[src/rtl/fft_seq_agu_if.sv]
// Bus between fft_seq_agu and the FFT datapath/RAM wrapper.
// The stall input exists only when FFT_SEQ_AGU_STALL_EN is defined.
interface fft_seq_agu_if #(
    parameter int N_LOG2 = 11
);
    logic              start;
`ifdef FFT_SEQ_AGU_STALL_EN
    logic              stall;
`endif
    logic              busy;
    logic              done;
    logic              rdsel;
    logic [N_LOG2-1:0] adra_rd;
    logic [N_LOG2-1:0] adrb_rd;
    logic [N_LOG2-2:0] twiddleadr;
    logic              we0;
    logic              we1;
    logic [N_LOG2-1:0] adra_wr;
    logic [N_LOG2-1:0] adrb_wr;
    logic              outsel;

`ifdef FFT_SEQ_AGU_STALL_EN
    modport master (
        output start, stall,
        input  busy, done, rdsel, adra_rd, adrb_rd, twiddleadr,
        input  we0, we1, adra_wr, adrb_wr, outsel
    );
    modport slave (
        input  start, stall,
        output busy, done, rdsel, adra_rd, adrb_rd, twiddleadr,
        output we0, we1, adra_wr, adrb_wr, outsel
    );
`else
    modport master (
        output start,
        input  busy, done, rdsel, adra_rd, adrb_rd, twiddleadr,
        input  we0, we1, adra_wr, adrb_wr, outsel
    );
    modport slave (
        input  start,
        output busy, done, rdsel, adra_rd, adrb_rd, twiddleadr,
        output we0, we1, adra_wr, adrb_wr, outsel
    );
`endif
endinterface

[src/rtl/fft_seq_agu.sv]
// Address generator for an in-place radix-2 FFT that ping-pongs between two RAM banks.
// Optional stall input enabled by defining FFT_SEQ_AGU_STALL_EN.
module fft_seq_agu #(
    parameter int N_LOG2   = 11,
    parameter int BFLY_LAT = 2
) (
    input  logic         clk,
    input  logic         reset,
    fft_seq_agu_if.slave bus
);

    localparam int TW_W = N_LOG2 - 1;
    localparam int S_W  = $clog2(N_LOG2);
    localparam int C_W  = (BFLY_LAT > 1) ? $clog2(BFLY_LAT) : 1;

    localparam logic [S_W-1:0]  S_LAST      = S_W'(N_LOG2 - 1);
    localparam logic [TW_W-1:0] I_LAST      = '1;
    localparam logic [C_W-1:0]  CNT_MID_END = C_W'(BFLY_LAT - 1);
    localparam logic [C_W-1:0]  CNT_FIN_END = C_W'((BFLY_LAT > 1) ? BFLY_LAT - 2 : 0);

    localparam logic [1:0] ST_IDLE  = 2'd0;
    localparam logic [1:0] ST_RUN   = 2'd1;
    localparam logic [1:0] ST_DRAIN = 2'd2;
    localparam logic [1:0] ST_DONE  = 2'd3;

    typedef struct packed {
        logic              vld;
        logic              bank;
        logic [N_LOG2-1:0] a;
        logic [N_LOG2-1:0] b;
    } wr_t;

    logic [1:0]      state_q, state_d;
    logic [S_W-1:0]  s_q, s_d;
    logic [TW_W-1:0] i_q, i_d;
    logic [C_W-1:0]  cnt_q, cnt_d;
    logic            rdsel_q, rdsel_d;
    wr_t             pipe_q [BFLY_LAT];
    wr_t             pipe_d [BFLY_LAT];

    logic              stall_w;
    logic              issue;
    logic [N_LOG2-1:0] rd_a, rd_b;
    logic [TW_W-1:0]   tw;
    wr_t               wr_out;

`ifdef FFT_SEQ_AGU_STALL_EN
    assign stall_w = bus.stall;
`else
    assign stall_w = 1'b0;
`endif

    function automatic logic [N_LOG2-1:0] rotl(input logic [N_LOG2-1:0] x,
                                               input logic [S_W-1:0]    sh);
        logic [2*N_LOG2-1:0] t;
        t = {x, x} << sh;
        return t[2*N_LOG2-1 -: N_LOG2];
    endfunction

    // Keeps the top sh bits of the twiddle field; sh never exceeds TW_W.
    function automatic logic [TW_W-1:0] tw_mask(input logic [S_W-1:0] sh);
        logic [TW_W-1:0] ones;
        ones = '1;
        return ~(ones >> sh);
    endfunction

    assign issue = (state_q == ST_RUN);
    assign rd_a  = issue ? rotl({i_q, 1'b0}, s_q) : '0;
    assign rd_b  = issue ? rotl({i_q, 1'b1}, s_q) : '0;
    assign tw    = issue ? (i_q & tw_mask(s_q)) : '0;

    // The final stage drains one cycle short: DONE is the cycle its last write is issued.
    always_comb begin
        state_d = state_q;
        s_d     = s_q;
        i_d     = i_q;
        cnt_d   = cnt_q;
        rdsel_d = rdsel_q;
        if (!stall_w) begin
            case (state_q)
                ST_IDLE: begin
                    if (bus.start) begin
                        state_d = ST_RUN;
                        s_d     = '0;
                        i_d     = '0;
                        rdsel_d = 1'b0;
                    end
                end
                ST_RUN: begin
                    if (i_q == I_LAST) begin
                        cnt_d = '0;
                        if (s_q == S_LAST && BFLY_LAT == 1) state_d = ST_DONE;
                        else                                state_d = ST_DRAIN;
                    end else begin
                        i_d = i_q + 1'b1;
                    end
                end
                ST_DRAIN: begin
                    if (s_q == S_LAST) begin
                        if (cnt_q == CNT_FIN_END) state_d = ST_DONE;
                        else                      cnt_d   = cnt_q + 1'b1;
                    end else if (cnt_q == CNT_MID_END) begin
                        state_d = ST_RUN;
                        s_d     = s_q + 1'b1;
                        i_d     = '0;
                        rdsel_d = s_d[0];
                    end else begin
                        cnt_d = cnt_q + 1'b1;
                    end
                end
                ST_DONE: state_d = ST_IDLE;
                default: state_d = ST_IDLE;
            endcase
        end
    end

    always_comb begin
        for (int k = 0; k < BFLY_LAT; k++) pipe_d[k] = pipe_q[k];
        if (!stall_w) begin
            pipe_d[0] = '{vld: issue, bank: ~rdsel_q, a: rd_a, b: rd_b};
            for (int k = 1; k < BFLY_LAT; k++) pipe_d[k] = pipe_q[k-1];
        end
    end

    // NOTE: the write pipeline is reset along with the FSM so an aborted run
    // cannot leave a stale write enable queued behind the reset.
    always_ff @(posedge clk or posedge reset) begin
        if (reset) begin
            state_q <= ST_IDLE;
            s_q     <= '0;
            i_q     <= '0;
            cnt_q   <= '0;
            rdsel_q <= 1'b0;
            for (int k = 0; k < BFLY_LAT; k++) pipe_q[k] <= '0;
        end else begin
            state_q <= state_d;
            s_q     <= s_d;
            i_q     <= i_d;
            cnt_q   <= cnt_d;
            rdsel_q <= rdsel_d;
            for (int k = 0; k < BFLY_LAT; k++) pipe_q[k] <= pipe_d[k];
        end
    end

    assign wr_out = pipe_q[BFLY_LAT-1];

    assign bus.busy       = (state_q == ST_RUN) || (state_q == ST_DRAIN);
    assign bus.done       = (state_q == ST_DONE);
    assign bus.rdsel      = rdsel_q;
    assign bus.adra_rd    = rd_a;
    assign bus.adrb_rd    = rd_b;
    assign bus.twiddleadr = tw;
    assign bus.we0        = wr_out.vld && !wr_out.bank && !stall_w;
    assign bus.we1        = wr_out.vld &&  wr_out.bank && !stall_w;
    assign bus.adra_wr    = wr_out.a;
    assign bus.adrb_wr    = wr_out.b;
    assign bus.outsel     = 1'(N_LOG2 % 2);

    a_we_exclusive: assert property (@(posedge clk) disable iff (reset) !(bus.we0 && bus.we1));

endmodule
[src/flat_wrapper.sv]
// flat-port wrapper written by rule: the top's interface ports become plain ports
module fft_seq_agu_flat 
#(
    parameter int N_LOG2   = 11,
    parameter int BFLY_LAT = 2
)
  (clk, reset, bus_start, bus_busy, bus_done, bus_rdsel, bus_adra_rd, bus_adrb_rd, bus_twiddleadr, bus_we0, bus_we1, bus_adra_wr, bus_adrb_wr, bus_outsel);
  fft_seq_agu_if #(.N_LOG2(N_LOG2)) bus_i ();
  input  logic clk;
  input  logic reset;
  input wire logic [$bits(bus_i.start)-1:0] bus_start;
  output wire logic [$bits(bus_i.busy)-1:0] bus_busy;
  output wire logic [$bits(bus_i.done)-1:0] bus_done;
  output wire logic [$bits(bus_i.rdsel)-1:0] bus_rdsel;
  output wire logic [$bits(bus_i.adra_rd)-1:0] bus_adra_rd;
  output wire logic [$bits(bus_i.adrb_rd)-1:0] bus_adrb_rd;
  output wire logic [$bits(bus_i.twiddleadr)-1:0] bus_twiddleadr;
  output wire logic [$bits(bus_i.we0)-1:0] bus_we0;
  output wire logic [$bits(bus_i.we1)-1:0] bus_we1;
  output wire logic [$bits(bus_i.adra_wr)-1:0] bus_adra_wr;
  output wire logic [$bits(bus_i.adrb_wr)-1:0] bus_adrb_wr;
  output wire logic [$bits(bus_i.outsel)-1:0] bus_outsel;
  assign bus_i.start = bus_start;
  assign bus_busy = bus_i.busy;
  assign bus_done = bus_i.done;
  assign bus_rdsel = bus_i.rdsel;
  assign bus_adra_rd = bus_i.adra_rd;
  assign bus_adrb_rd = bus_i.adrb_rd;
  assign bus_twiddleadr = bus_i.twiddleadr;
  assign bus_we0 = bus_i.we0;
  assign bus_we1 = bus_i.we1;
  assign bus_adra_wr = bus_i.adra_wr;
  assign bus_adrb_wr = bus_i.adrb_wr;
  assign bus_outsel = bus_i.outsel;
  fft_seq_agu #(.N_LOG2(N_LOG2), .BFLY_LAT(BFLY_LAT)) u_core (.clk(clk), .reset(reset), .bus(bus_i));
endmodule
[config.mk]
export PLATFORM = sky130hd
export DESIGN_NAME = fft_seq_agu_flat
export DESIGN_NICKNAME = d
export VERILOG_FILES = /design/src/rtl/fft_seq_agu_if.sv /design/src/rtl/fft_seq_agu.sv /design/src/flat_wrapper.sv
export SDC_FILE = /design/constraint.sdc
export NUM_CORES = 1
export LEC_CHECK = 0
export CAP_MARGIN = 10
export CORE_ASPECT_RATIO = 0.7
export CORE_UTILIZATION = 53
export CTS_BUF_LIST = sky130_fd_sc_hd__clkbuf_2
export CTS_CLUSTER_SIZE = 30
export DETAILED_ROUTE_END_ITERATION = 7
export PLACE_DENSITY = 0.9
export SYNTH_ARGS = -nofsm -noshare
export SYNTH_HDL_FRONTEND = slang
export SYNTH_SLANG_ARGS = --single-unit
[constraint.sdc]
create_clock -name clk -period 3.2 [get_ports clk]
set_input_delay 0.32 -clock clk [delete_from_list [all_inputs] [get_ports clk]]
set_output_delay 0.32 -clock clk [all_outputs]
set_load 0.005 [all_outputs]
==> reports/results.tsv <==
stage	metric	value	unit
run_status	status	finished clean	
synthesis	#FFs+latches synth	65	
drt	DRC	0	
final_layout	most frequent cells in the layout	dfrtp_1, clkdlybuf4s50_1, nand2_1	
final_layout	fin cells	471	
placement	Area after DPL	0.00399	sq mm
floorplan	Die ar.	0.00723	sq mm
timing	post-route minimum period	3140	ps
floorplan	row count	24	
worst_setup_path	CP max-delay cell	mux4_1	
cts	CTS H-tree lvls	3	
drt	Antenna Violating Nets Remaining	0	
floorplan	Initial Util	56.8	%
worst_setup_path	Arrival @ worst endpoint	2820	ps
timing	Slew Limit Fails	0	
synthesis	Mapped Nets	372	
power_and_ir_drop	peak supply drop	0.198	mV
worst_setup_path	Data required, critical path	2880	ps
cts	Worst-path clk slew	200	ps
synthesis	Post-Synthesis Cell Area	0.00365	sq mm
timing	Layout Skew	23.8	ps
drt	drt first pass iters	5	
global_routing	pin count of the biggest net entering global routing	54	
timing	final count of negative-setup-slack endpoints	0	
timing	unrepaired setup endpoints after global routing	yes	
worst_setup_path	CP Launch Point	u_core.s_q[0]	
final_layout	area added between synthesis and finish	16.2	%
worst_setup_path	Largest delay share family, worst path	multiplexers	
worst_setup_path	critical path class	register to primary output	
floorplan	DIE HEIGHT	71.5	um
drt	routed len/inst	17.9	um
global_routing	gr ovfl total	0	
worst_setup_path	worst-case reg-to-reg path depth	6	
worst_setup_path	CP Depth	5	
synthesis	Post-Synthesis Cells	359	
worst_setup_path	r2r startpoint	u_core.s_q[0]	
power_and_ir_drop	Pwr per Cell Area	335	mW/mm^2
cts	CTS tree	done	
placement	gpl congestion	0.931	
placement	dpl cells	449	
worst_setup_path	CP cell instances	mux4_1 > mux2_2 > nand3_1 > o21ai_0 > clkdlybuf4s50_1	
floorplan	IO Pins	63	
synthesis	syn avg cell area	10.2	sq um
synthesis	Yosys cell types	57	
flow_run	Max-cap violations	0	
synthesis	Post-synth EDFFs	0	
worst_setup_path	FF-to-FF End	u_core.i_q[9]	
cts	Worst-Skew Late Latency	520	ps
cts	Num Clock Sinks	65	
timing	Fmax	0.319	GHz
synthesis	YS warnings	0	
cts	CTS Buffer Depth	2	
worst_setup_path	Startpoint Class	register	
final_layout	nets	388	
worst_setup_path	worst setup path end	bus_adrb_rd[7]	
power_and_ir_drop	Tot Pwr	0.00142	W
worst_setup_path	buffers and inverters on the worst path	1	
worst_hold_path	worst min path class	input port to asynchronous set/reset pin	
final_layout	layout cell share with drive strength beyond 1	14.7	%
drt	Vias	2847	
floorplan	Core Area	0.00643	sq mm
timing	final period utilization	98.0	%
cts	clk root buf	clkbuf_2	
global_routing	vias in the first global route	2713	
timing	Max-slew headroom	58.0	%
worst_setup_path	Critical Path Max Stage Delay	690	ps
final_layout	commonest non-fill, non-tap cell in the layout	dfrtp_1	
synthesis	ys async rst share	100	%
final_layout	diodes inserted	0	
worst_setup_path	CP Capture Type	primary output	
floorplan	Die X-Extent	101	um
global_routing	first-pass GRT wire length	13200	um
synthesis	prevailing post-synth register cell	dfrtp_1	
synthesis	Seq/Total Area, Yosys	44.5	%
drt	DR vias/cell	6.04	
worst_setup_path	r2r setup slk	670	ps
placement	buffers added on ports	61	
power_and_ir_drop	Pleak	1.75	nW
drt	Post-Route WL	8430	um
timing	Slew @ Worst Pin	629	ps
timing	Fin. Hold Viols	0	
final_layout	cell area after layout	0.00424	sq mm
global_routing	initial antenna violation count	0	
cts	cts bufs inserted	9	
worst_setup_path	CP max FO	11	
global_routing	GRT Total Usage	24.3	%
drt	Starting DRT DRC Count	472	
placement	detailed placement HPWL	5680	um
==> sequential cells by signal, summed over array words and instances (netlist names) <==
name                count
u_core.pipe_d          24
u_core.state_q          2
u_core.pipe_q           2
u_core.cnt_q            1
u_core.bus.adrb_wr     11
u_core.s_q              4
u_core.i_q             10
u_core.bus.adra_wr     11
==> cells by family (layout without fill, tap and decap cells) <==
logic type | after synthesis | after routing | synth area share (%)
buffers and inverters | 85 | 106 | 14.0
and+or+nand+nor | 89 | 89 | 12.2
DFF | 65 | 65 | 44.5
muxes | 21 | 21 | 8.74
adders and majority gates | 10 | 10 | 3.43
xor gates and xnor gates | 2 | 2 | 0.480
AOI/OAI and AO/OA | 86 | 86 | 16.5
other | 1 | 1 | 0.103
==> metrics by stage <==
step	hold WS (ps)	utilization (%)	setup TNS, ps	setup slack (ps)
finish	174	66.0	0	64.7
global route	186	66.0	-309	-91.7
CTS	361	64.6	0	14.8
detailed placement	335	62.0	0	316
global placement	331	62.0	0	409
floorplan	331	-	0	910
==> layout make-up <==
| cell class | instances | area [sq um] |
|---|---|---|
| fill | 498 | 2180 |
| sequential | 65 | 1640 |
| multi-input combinational | 209 | 1540 |
| timing repair buffer | 75 | 746 |
| tap | 91 | 114 |
| clock inverter | 6 | 92.6 |
| inverter | 14 | 56.3 |
| clock buffer | 10 | 50.0 |
| timing repair inverter | 1 | 5.00 |
==> synthesized netlist by cell type, types with 2 or more instances <==
cell       number  area share [%]
and2_1          4            0.69
clkbuf_1       11             1.1
a31oi_1        12             2.1
o21ai_0        21             2.9
o2bb2ai_1       4            0.96
nand4_1         2            0.34
a21oi_1         9             1.2
buf_4          45             9.2
mux4_2          3             1.8
xnor2_1         2            0.48
mux2i_1         9             2.5
and3_1          5            0.86
nor2b_1         6             1.0
clkinv_1        2            0.21
nand3_1        13             1.8
o21a_1          2            0.41
buf_2          12             1.6
a22o_1          3            0.72
inv_1          12             1.2
dfrtp_1        65              45
nor3_1          5            0.69
mux2_2          5             1.5
or3_1           2            0.34
buf_1           2            0.21
a221oi_1        4            0.96
nand2_1        26             2.7
ha_1           10             3.4
a211oi_1        5             1.0
and4_1          2            0.48
nand2b_1        2            0.34
mux4_1          4             2.9
o22ai_1         7             1.2
nor2_1         15             1.5
nand3b_1        3            0.62
o21ba_2         3            0.82
==> power by group <==
group / leakage [nW] / total [W] / internal (W) / switching, W
Combinational: 0.987 / 0.0000241 / 0.00000722 / 0.0000169
Sequential: 0.682 / 0.000822 / 0.000822 / 0
Clock: 0.0783 / 0.000576 / 0.000263 / 0.000313
==> routing by layer <==
| layer | routed length [um] | GRT usage, % | up-vias |
|---|---|---|---|
| li1 | - | - | 1275 |
| met5 | 0 | 0 | - |
| met2 | 3860 | 36.6 | 190 |
| met3 | 742 | 5.85 | 21 |
| met1 | 3680 | 34.0 | 1361 |
| met4 | 151 | 10.3 | 0 |
==> worst register-to-register path, cell delays in order (launching register included) <==
cell and delay (ps):
dfrtp_4 550, clkinv_1 310, ha_1 320, and3b_1 300, a211oi_4 360, and3_1 410
a31oi_1 150
==> repair_timing <==
action                     CTS  global route
setup buffers                2             2
setup endpoints to repair   24            20
cloned                       0             1
resized for setup            7            14
hold buffers                 0             0
==> how the worst min path moves through the flow <==
stage,endpoint
finish,u_core.pipe_q[22]
global route,u_core.bus.adrb_wr[4]
CTS,u_core.bus.adra_wr[8]
detailed placement,u_core.bus.adra_wr[8]
floorplan,u_core.bus.adra_wr[0]
global placement,u_core.pipe_q[23]
Power figures use the tool's default switching activity.
